**config.mk**
```make
export PLATFORM = sky130hd
export DESIGN_NAME = uart_tx_flat
export DESIGN_NICKNAME = d
export VERILOG_FILES = /design/src/rtl/uart_tx_if.sv /design/src/rtl/uart_tx.sv /design/src/flat_wrapper.sv
export SDC_FILE = /design/constraint.sdc
export NUM_CORES = 1
export LEC_CHECK = 0
export ABC_AREA = 1
export CAP_MARGIN = 25
export CORE_UTILIZATION = 25
export CTS_CLUSTER_DIAMETER = 40
export CTS_CLUSTER_SIZE = 30
export DETAILED_ROUTE_END_ITERATION = 10
export HOLD_SLACK_MARGIN = 0.06
export REMOVE_ABC_BUFFERS = 1
export SYNTH_ARGS = -nofsm -noshare
export SYNTH_HDL_FRONTEND = slang
export SYNTH_SLANG_ARGS = --single-unit
```
**constraint.sdc**
```tcl
create_clock -name CLK -period 1.4 [get_ports CLK]
set_clock_uncertainty 0.05 [all_clocks]
set_input_delay 0.35 -clock CLK [delete_from_list [all_inputs] [get_ports CLK]]
set_output_delay 0.35 -clock CLK [all_outputs]
set_load 0.02 [all_outputs]
```
**src/rtl/uart_tx_if.sv**
```systemverilog
// Request/serial bundle for uart_tx: parallel byte request toward the transmitter,
// serial line and status back from it.
interface uart_tx_if #(
    parameter int DATA_WIDTH = 8
);
    logic [DATA_WIDTH-1:0] P_DATA;
    logic                  Data_Valid;
    logic                  PAR_EN;
    logic                  PAR_TYP;
    logic                  TX_OUT;
    logic                  busy;
    logic                  ready;

    modport master (
        output P_DATA, Data_Valid, PAR_EN, PAR_TYP,
        input  TX_OUT, busy, ready
    );

    modport slave (
        input  P_DATA, Data_Valid, PAR_EN, PAR_TYP,
        output TX_OUT, busy, ready
    );
endinterface

```
**src/rtl/uart_tx.sv**
```systemverilog
// UART transmitter, one serial bit per CLK: start, LSB-first data, optional parity, stop.
// Define UART_TX_HOLD_BUF_EN for a one-entry hold buffer giving zero-gap back-to-back frames.
//
// state    | meaning
// S_IDLE   | line high, waiting for a request (or a held one)
// S_START  | start bit (0) on TX_OUT
// S_DATA   | data bit bit_cnt on TX_OUT
// S_PARITY | parity bit of the latched byte on TX_OUT
// S_STOP   | stop bit (1) on TX_OUT
module uart_tx #(
    parameter int DATA_WIDTH = 8
) (
    input  logic      CLK,
    input  logic      RST,
    uart_tx_if.slave  bus
);

    localparam int            CW       = (DATA_WIDTH > 1) ? $clog2(DATA_WIDTH) : 1;
    localparam logic [CW-1:0] LAST_BIT = CW'(DATA_WIDTH - 1);

    typedef enum logic [2:0] {
        S_IDLE,
        S_START,
        S_DATA,
        S_PARITY,
        S_STOP
    } state_t;

    state_t                state, state_nxt;
    logic [DATA_WIDTH-1:0] data_q;
    logic                  par_en_q;
    logic                  par_typ_q;
    logic [CW-1:0]         bit_cnt, bit_cnt_nxt;
    logic                  tx_q, tx_nxt;
    logic                  load;
    logic [DATA_WIDTH-1:0] load_data;
    logic                  load_par_en;
    logic                  load_par_typ;
    logic                  par_bit;
    logic                  busy_w;
    logic                  accept;

`ifdef UART_TX_HOLD_BUF_EN
    logic                  hold_full, hold_full_nxt;
    logic                  hold_capture;
    logic [DATA_WIDTH-1:0] hold_data;
    logic                  hold_par_en;
    logic                  hold_par_typ;
`endif

    assign busy_w  = (state != S_IDLE);
    assign par_bit = par_typ_q ? ~^data_q : ^data_q;

`ifdef UART_TX_HOLD_BUF_EN
    assign bus.ready = ~hold_full;
`else
    assign bus.ready = ~busy_w;
`endif

    assign accept     = bus.Data_Valid & bus.ready;
    assign bus.busy   = busy_w;
    assign bus.TX_OUT = tx_q;

    always_comb begin
        state_nxt    = state;
        bit_cnt_nxt  = bit_cnt;
        tx_nxt       = tx_q;
        load         = 1'b0;
        load_data    = bus.P_DATA;
        load_par_en  = bus.PAR_EN;
        load_par_typ = bus.PAR_TYP;
`ifdef UART_TX_HOLD_BUF_EN
        hold_full_nxt = hold_full;
        hold_capture  = 1'b0;
`endif
        case (state)
            S_IDLE: begin
                tx_nxt = 1'b1;
`ifdef UART_TX_HOLD_BUF_EN
                // A request captured during the last STOP cycle waits here for one cycle
                if (hold_full) begin
                    load          = 1'b1;
                    load_data     = hold_data;
                    load_par_en   = hold_par_en;
                    load_par_typ  = hold_par_typ;
                    hold_full_nxt = 1'b0;
                    state_nxt     = S_START;
                    tx_nxt        = 1'b0;
                end else
`endif
                if (accept) begin
                    load      = 1'b1;
                    state_nxt = S_START;
                    tx_nxt    = 1'b0;
                end
            end
            S_START: begin
                state_nxt   = S_DATA;
                bit_cnt_nxt = '0;
                tx_nxt      = data_q[0];
            end
            S_DATA: begin
                if (bit_cnt == LAST_BIT) begin
                    bit_cnt_nxt = '0;
                    if (par_en_q) begin
                        state_nxt = S_PARITY;
                        tx_nxt    = par_bit;
                    end else begin
                        state_nxt = S_STOP;
                        tx_nxt    = 1'b1;
                    end
                end else begin
                    bit_cnt_nxt = bit_cnt + 1'b1;
                    tx_nxt      = data_q[bit_cnt_nxt];
                end
            end
            S_PARITY: begin
                state_nxt = S_STOP;
                tx_nxt    = 1'b1;
            end
            S_STOP: begin
                state_nxt = S_IDLE;
                tx_nxt    = 1'b1;
`ifdef UART_TX_HOLD_BUF_EN
                if (hold_full) begin
                    load          = 1'b1;
                    load_data     = hold_data;
                    load_par_en   = hold_par_en;
                    load_par_typ  = hold_par_typ;
                    hold_full_nxt = 1'b0;
                    state_nxt     = S_START;
                    tx_nxt        = 1'b0;
                end
`endif
            end
            default: begin
                state_nxt   = S_IDLE;
                bit_cnt_nxt = '0;
                tx_nxt      = 1'b1;
            end
        endcase
`ifdef UART_TX_HOLD_BUF_EN
        if (accept && busy_w) begin
            hold_capture  = 1'b1;
            hold_full_nxt = 1'b1;
        end
`endif
    end

    always_ff @(posedge CLK) begin
        if (RST) begin
            state     <= S_IDLE;
            tx_q      <= 1'b1;
            bit_cnt   <= '0;
            data_q    <= '0;
            par_en_q  <= 1'b0;
            par_typ_q <= 1'b0;
        end else begin
            state   <= state_nxt;
            tx_q    <= tx_nxt;
            bit_cnt <= bit_cnt_nxt;
            if (load) begin
                data_q    <= load_data;
                par_en_q  <= load_par_en;
                par_typ_q <= load_par_typ;
            end
        end
    end

`ifdef UART_TX_HOLD_BUF_EN
    always_ff @(posedge CLK) begin
        if (RST) begin
            hold_full    <= 1'b0;
            hold_data    <= '0;
            hold_par_en  <= 1'b0;
            hold_par_typ <= 1'b0;
        end else begin
            hold_full <= hold_full_nxt;
            if (hold_capture) begin
                hold_data    <= bus.P_DATA;
                hold_par_en  <= bus.PAR_EN;
                hold_par_typ <= bus.PAR_TYP;
            end
        end
    end
`endif

endmodule
```
**src/flat_wrapper.sv**
```systemverilog
// flat-port wrapper written by rule: the top's interface ports become plain ports
module uart_tx_flat 
#(
    parameter int DATA_WIDTH = 8
)
  (CLK, RST, bus_P_DATA, bus_Data_Valid, bus_PAR_EN, bus_PAR_TYP, bus_TX_OUT, bus_busy, bus_ready);
  uart_tx_if #(.DATA_WIDTH(DATA_WIDTH)) bus_i ();
  input  logic CLK;
  input  logic RST;
  input wire logic [$bits(bus_i.P_DATA)-1:0] bus_P_DATA;
  input wire logic [$bits(bus_i.Data_Valid)-1:0] bus_Data_Valid;
  input wire logic [$bits(bus_i.PAR_EN)-1:0] bus_PAR_EN;
  input wire logic [$bits(bus_i.PAR_TYP)-1:0] bus_PAR_TYP;
  output wire logic [$bits(bus_i.TX_OUT)-1:0] bus_TX_OUT;
  output wire logic [$bits(bus_i.busy)-1:0] bus_busy;
  output wire logic [$bits(bus_i.ready)-1:0] bus_ready;
  assign bus_i.P_DATA = bus_P_DATA;
  assign bus_i.Data_Valid = bus_Data_Valid;
  assign bus_i.PAR_EN = bus_PAR_EN;
  assign bus_i.PAR_TYP = bus_PAR_TYP;
  assign bus_TX_OUT = bus_i.TX_OUT;
  assign bus_busy = bus_i.busy;
  assign bus_ready = bus_i.ready;
  uart_tx #(.DATA_WIDTH(DATA_WIDTH)) u_core (.CLK(CLK), .RST(RST), .bus(bus_i));
endmodule
```
==> run_results.csv <==
group,metric,value,unit
critical_path,worst_ep_required_time,1000,ps
cells_and_area,antenna-diode-count,0,
timing,smallest_setup_slack_after_layout,-15.0,ps
critical_path,timing.reg2reg.worst_path_depth,10,
cells_and_area,num-nets-final,185,
critical_path,regToRegSetupSlack,20,ps
clock_network,cts_htree_levels,1,
timing,max_freq,0.707,GHz
cells_and_area,syn_to_final_growth,39.9,%
die,chipWidth,64.8,um
placement,placement.io_buffers,15,
critical_path,worst_r2r_endpoint,"u_core.bus.TX_OUT$_SDFF_PP1_",
min_path,end_point_of_the_most_critical_hold_path,"u_core.bit_cnt[1]$_SDFFE_PP0N_",
route,drt_wl_total,2.14,mm
cells_and_area,postLayoutCoreUtil,37.1,%
cells_and_area,layout_common_cells,"sky130_fd_sc_hd__nand2_1 (36), sky130_fd_sc_hd__inv_1 (18), sky130_fd_sc_hd__nand3_1 (14)",
global_routing,grt_first_pass_wirelength,3.73,mm
timing,setup_viol,1,
synth,synth_sequential_area_ratio,34.6,%
die,rows,22,
timing,final_hold_vios,0,
placement,dp_cells,212,
cells_and_area,final-instance-count-excl-fill,217,
timing,final_period_minus_worst_setup_slack,1420,ps
clock_network,cts.sinks,17,
clock_network,hold_buffers,0,
synth,ys_warnings,0,
power,vdd.ir_drop.worst,0.000812,V
timing,worst-slew-pin-transition,272,ps
global_routing,grt_overflow,0,
die,core_ar,3720,um^2
synth,synthTopCellsByArea,"sky130_fd_sc_hd__dfxtp_1 (35%), sky130_fd_sc_hd__nand2_1 (14%), sky130_fd_sc_hd__a21oi_2 (8.9%)",
route,via_count,953,
synth,postSynthCellCount,140,
placement,place_congestion,0.768,
run_status,outcome,"finished with violations",
route,first_iter_violations,18,
global_routing,antenna_found_initial,0,
power,power.density,1910,nW/um^2
critical_path,cp-end-kind,"primary output",
timing,whs,435,ps
clock_network,cts_tree,"built",
run_status,violations,"setup timing",
timing,slew_headroom,81.7,%
route,drt_first_pass_iters,4,
clock_network,numCtsBuffers,3,
global_routing,grt_pass1_vias,875,
route,routed_via_density,4.39,
synth,yosys_register_bits,17,
timing,final-max-slew-violation-count,0,
die,ios,16,
synth,synth.avg_cell_area,7.03,um^2
timing,final_min_period_over_clock_period,101,%
synth,cell_taking_the_most_area_after_synthesis,"sky130_fd_sc_hd__dfxtp_1",
cells_and_area,final_common_cell,"sky130_fd_sc_hd__nand2_1",
clock_network,cts_root_buf,"sky130_fd_sc_hd__clkbuf_8",
route,avgRoutedWirePerCell,9.84,um
timing,unrepaired_setup_endpoints_after_global_routing,"yes",
min_path,timing.hold.worst.start,"u_core.bit_cnt[1]$_SDFFE_PP0N_",
synth,yosys.area.top_type_share,34.6,%
clock_network,clkSlewWorstSetupHoldPaths,60,ps
flow_run,maxCapViolations,0,
synth,mappedNetlistArea,985,um^2
cells_and_area,final_layout_size_suffix_gt1_share,27.8,%
min_path,timing.hold.worst.class,"reg -> reg",
clock_network,later_pin_clock_latency_in_the_skew_report,250,ps
route,antenna_left,0,
power,power_leakage,0.586,nW
cells_and_area,n_fill_cell,399,
placement,dp.final_hpwl,1.64,mm
critical_path,critical_path.max_fanout,3,
die,die-area,4190,um^2
die,chipHeight,64.8,um
global_routing,grt_start_max_net_pins,18,
die,start_util,26.5,%
clock_network,clk_path_buf_depth,2,
critical_path,critPathKind,"reg -> out",
route,count_of_unresolved_drc_violations_after_routing,0,
critical_path,critPathArrivalTime,1020,ps
critical_path,critical_path.startpoint_type,"register",
critical_path,reg2reg_from,"u_core.bit_cnt[0]$_SDFFE_PP0N_",
min_path,holdPathStages,2,
synth,post_synth_num_cell_types,23,
global_routing,all_layer_global_routing_usage,11.7,%
## synthesized netlist by cell type
cell type                  count
sky130_fd_sc_hd__inv_1        18
sky130_fd_sc_hd__ha_1          2
sky130_fd_sc_hd__nor2_2        2
sky130_fd_sc_hd__o21ai_1      11
sky130_fd_sc_hd__o21ai_2       1
sky130_fd_sc_hd__buf_12        1
sky130_fd_sc_hd__clkbuf_1      1
sky130_fd_sc_hd__o21ai_0       3
sky130_fd_sc_hd__dfxtp_1      17
sky130_fd_sc_hd__nand2_1      36
sky130_fd_sc_hd__o22ai_1       1
sky130_fd_sc_hd__xnor2_1       1
sky130_fd_sc_hd__a21oi_2      10
sky130_fd_sc_hd__nand3_1      14
sky130_fd_sc_hd__o211ai_1      1
sky130_fd_sc_hd__nand2_2       2
sky130_fd_sc_hd__nor3_1        2
sky130_fd_sc_hd__nand2_4       1
sky130_fd_sc_hd__inv_2         5
sky130_fd_sc_hd__nor2_8        1
sky130_fd_sc_hd__nor2_1        4
sky130_fd_sc_hd__a21oi_1       5
sky130_fd_sc_hd__xor2_1        1
## metal layers
layer / track usage [%] / part of all wire, % / vias to the layer above
met5: 0 / 0 / -
met4: 6.67 / 2.4 / 0
met3: 2.82 / 3.8 / 5
met2: 18.8 / 47 / 17
met1: 14.1 / 46 / 420
li1: - / - / 511
## critical path: stages, from the launching register on
cell and delay (ps):
sky130_fd_sc_hd__dfxtp_4 360, sky130_fd_sc_hd__nor2_4 80, sky130_fd_sc_hd__inv_2 60, sky130_fd_sc_hd__nor2_8 90, sky130_fd_sc_hd__inv_2 50, sky130_fd_sc_hd__buf_6 120
## cell type report
| cell class | instances | area [um^2] | area share, % |
|---|---|---|---|
| Clock buffer | 4 | 45.0 | 3.27 |
| Inverter | 23 | 86.3 | 6.27 |
| Multi-Input combinational cell | 98 | 572 | 41.5 |
| Sequential cell | 17 | 348 | 25.2 |
| Tap cell | 48 | 60.1 | 4.36 |
| Timing Repair Buffer | 27 | 267 | 19.3 |
## through the flow
step | TNS [ps] | setup slack, ps | instance area, um^2 | power (mW)
after floorplan | -96.7 | -96.7 | 961 | 1.66
after detailed placement | -1030 | -219 | 1280 | 2.19
after CTS | -40.8 | -40.8 | 1350 | 2.59
final | -15.0 | -15.0 | 1380 | 2.63
after global placement | -943 | -192 | 1280 | 2.18
after global routing | -179 | -92.6 | 1380 | 2.89
## registers in the layout, summed over array words and instances (netlist names)
name               cells
u_core.par_typ_q       1
u_core.data_q          8
u_core.bit_cnt         3
u_core.bus.TX_OUT      1
u_core.state           3
u_core.par_en_q        1
## what timing repair did
action / in CTS / in global routing
setup buffers: 0 / 1
setup endpoints to repair: 4 / 5
pin swaps: 1 / 3
cloned: 0 / 0
resized for setup: 20 / 5
## cells by family (layout without fill, tap and decap cells)
| logic type | count (synthesis) | count (layout) | synth area share, % |
|---|---|---|---|
| AO/OA/AOI/OAI | 32 | 32 | 20.8 |
| XOR/XNOR | 2 | 2 | 1.78 |
| adder cells (fa/ha/maj) | 2 | 2 | 2.54 |
| buffers and inverters | 25 | 54 | 11.2 |
| flip-flops | 17 | 17 | 34.6 |
| AND/OR/NAND/NOR | 62 | 62 | 29.1 |
## worst max-delay path by stage
stage	startpoint	to	slack [ps]	cells past startpoint
final	u_core.state[1]$_SDFFE_PP0P_	bus_busy	-20	5
after global routing	u_core.bit_cnt[0]$_SDFFE_PP0N_	u_core.bus.TX_OUT$_SDFF_PP1_	-90	10
after CTS	u_core.state[1]$_SDFFE_PP0P_	bus_busy	-40	5
after detailed placement	u_core.state[1]$_SDFFE_PP0P_	bus_busy	-220	5
after global placement	u_core.state[1]$_SDFFE_PP0P_	bus_busy	-190	5
after floorplan	u_core.bit_cnt[0]$_SDFFE_PP0N_	u_core.bus.TX_OUT$_SDFF_PP1_	-100	10
## report_power, final
group / switching, mW / leakage, nW / internal [mW]
Combinational: 0.823 / 0.422 / 0.667
Sequential: 0.134 / 0.142 / 0.641
Clock: 0.167 / 0.0228 / 0.202
Total: 1.12 / 0.586 / 1.51
Note: power is estimated with default switching activity, not from simulation.
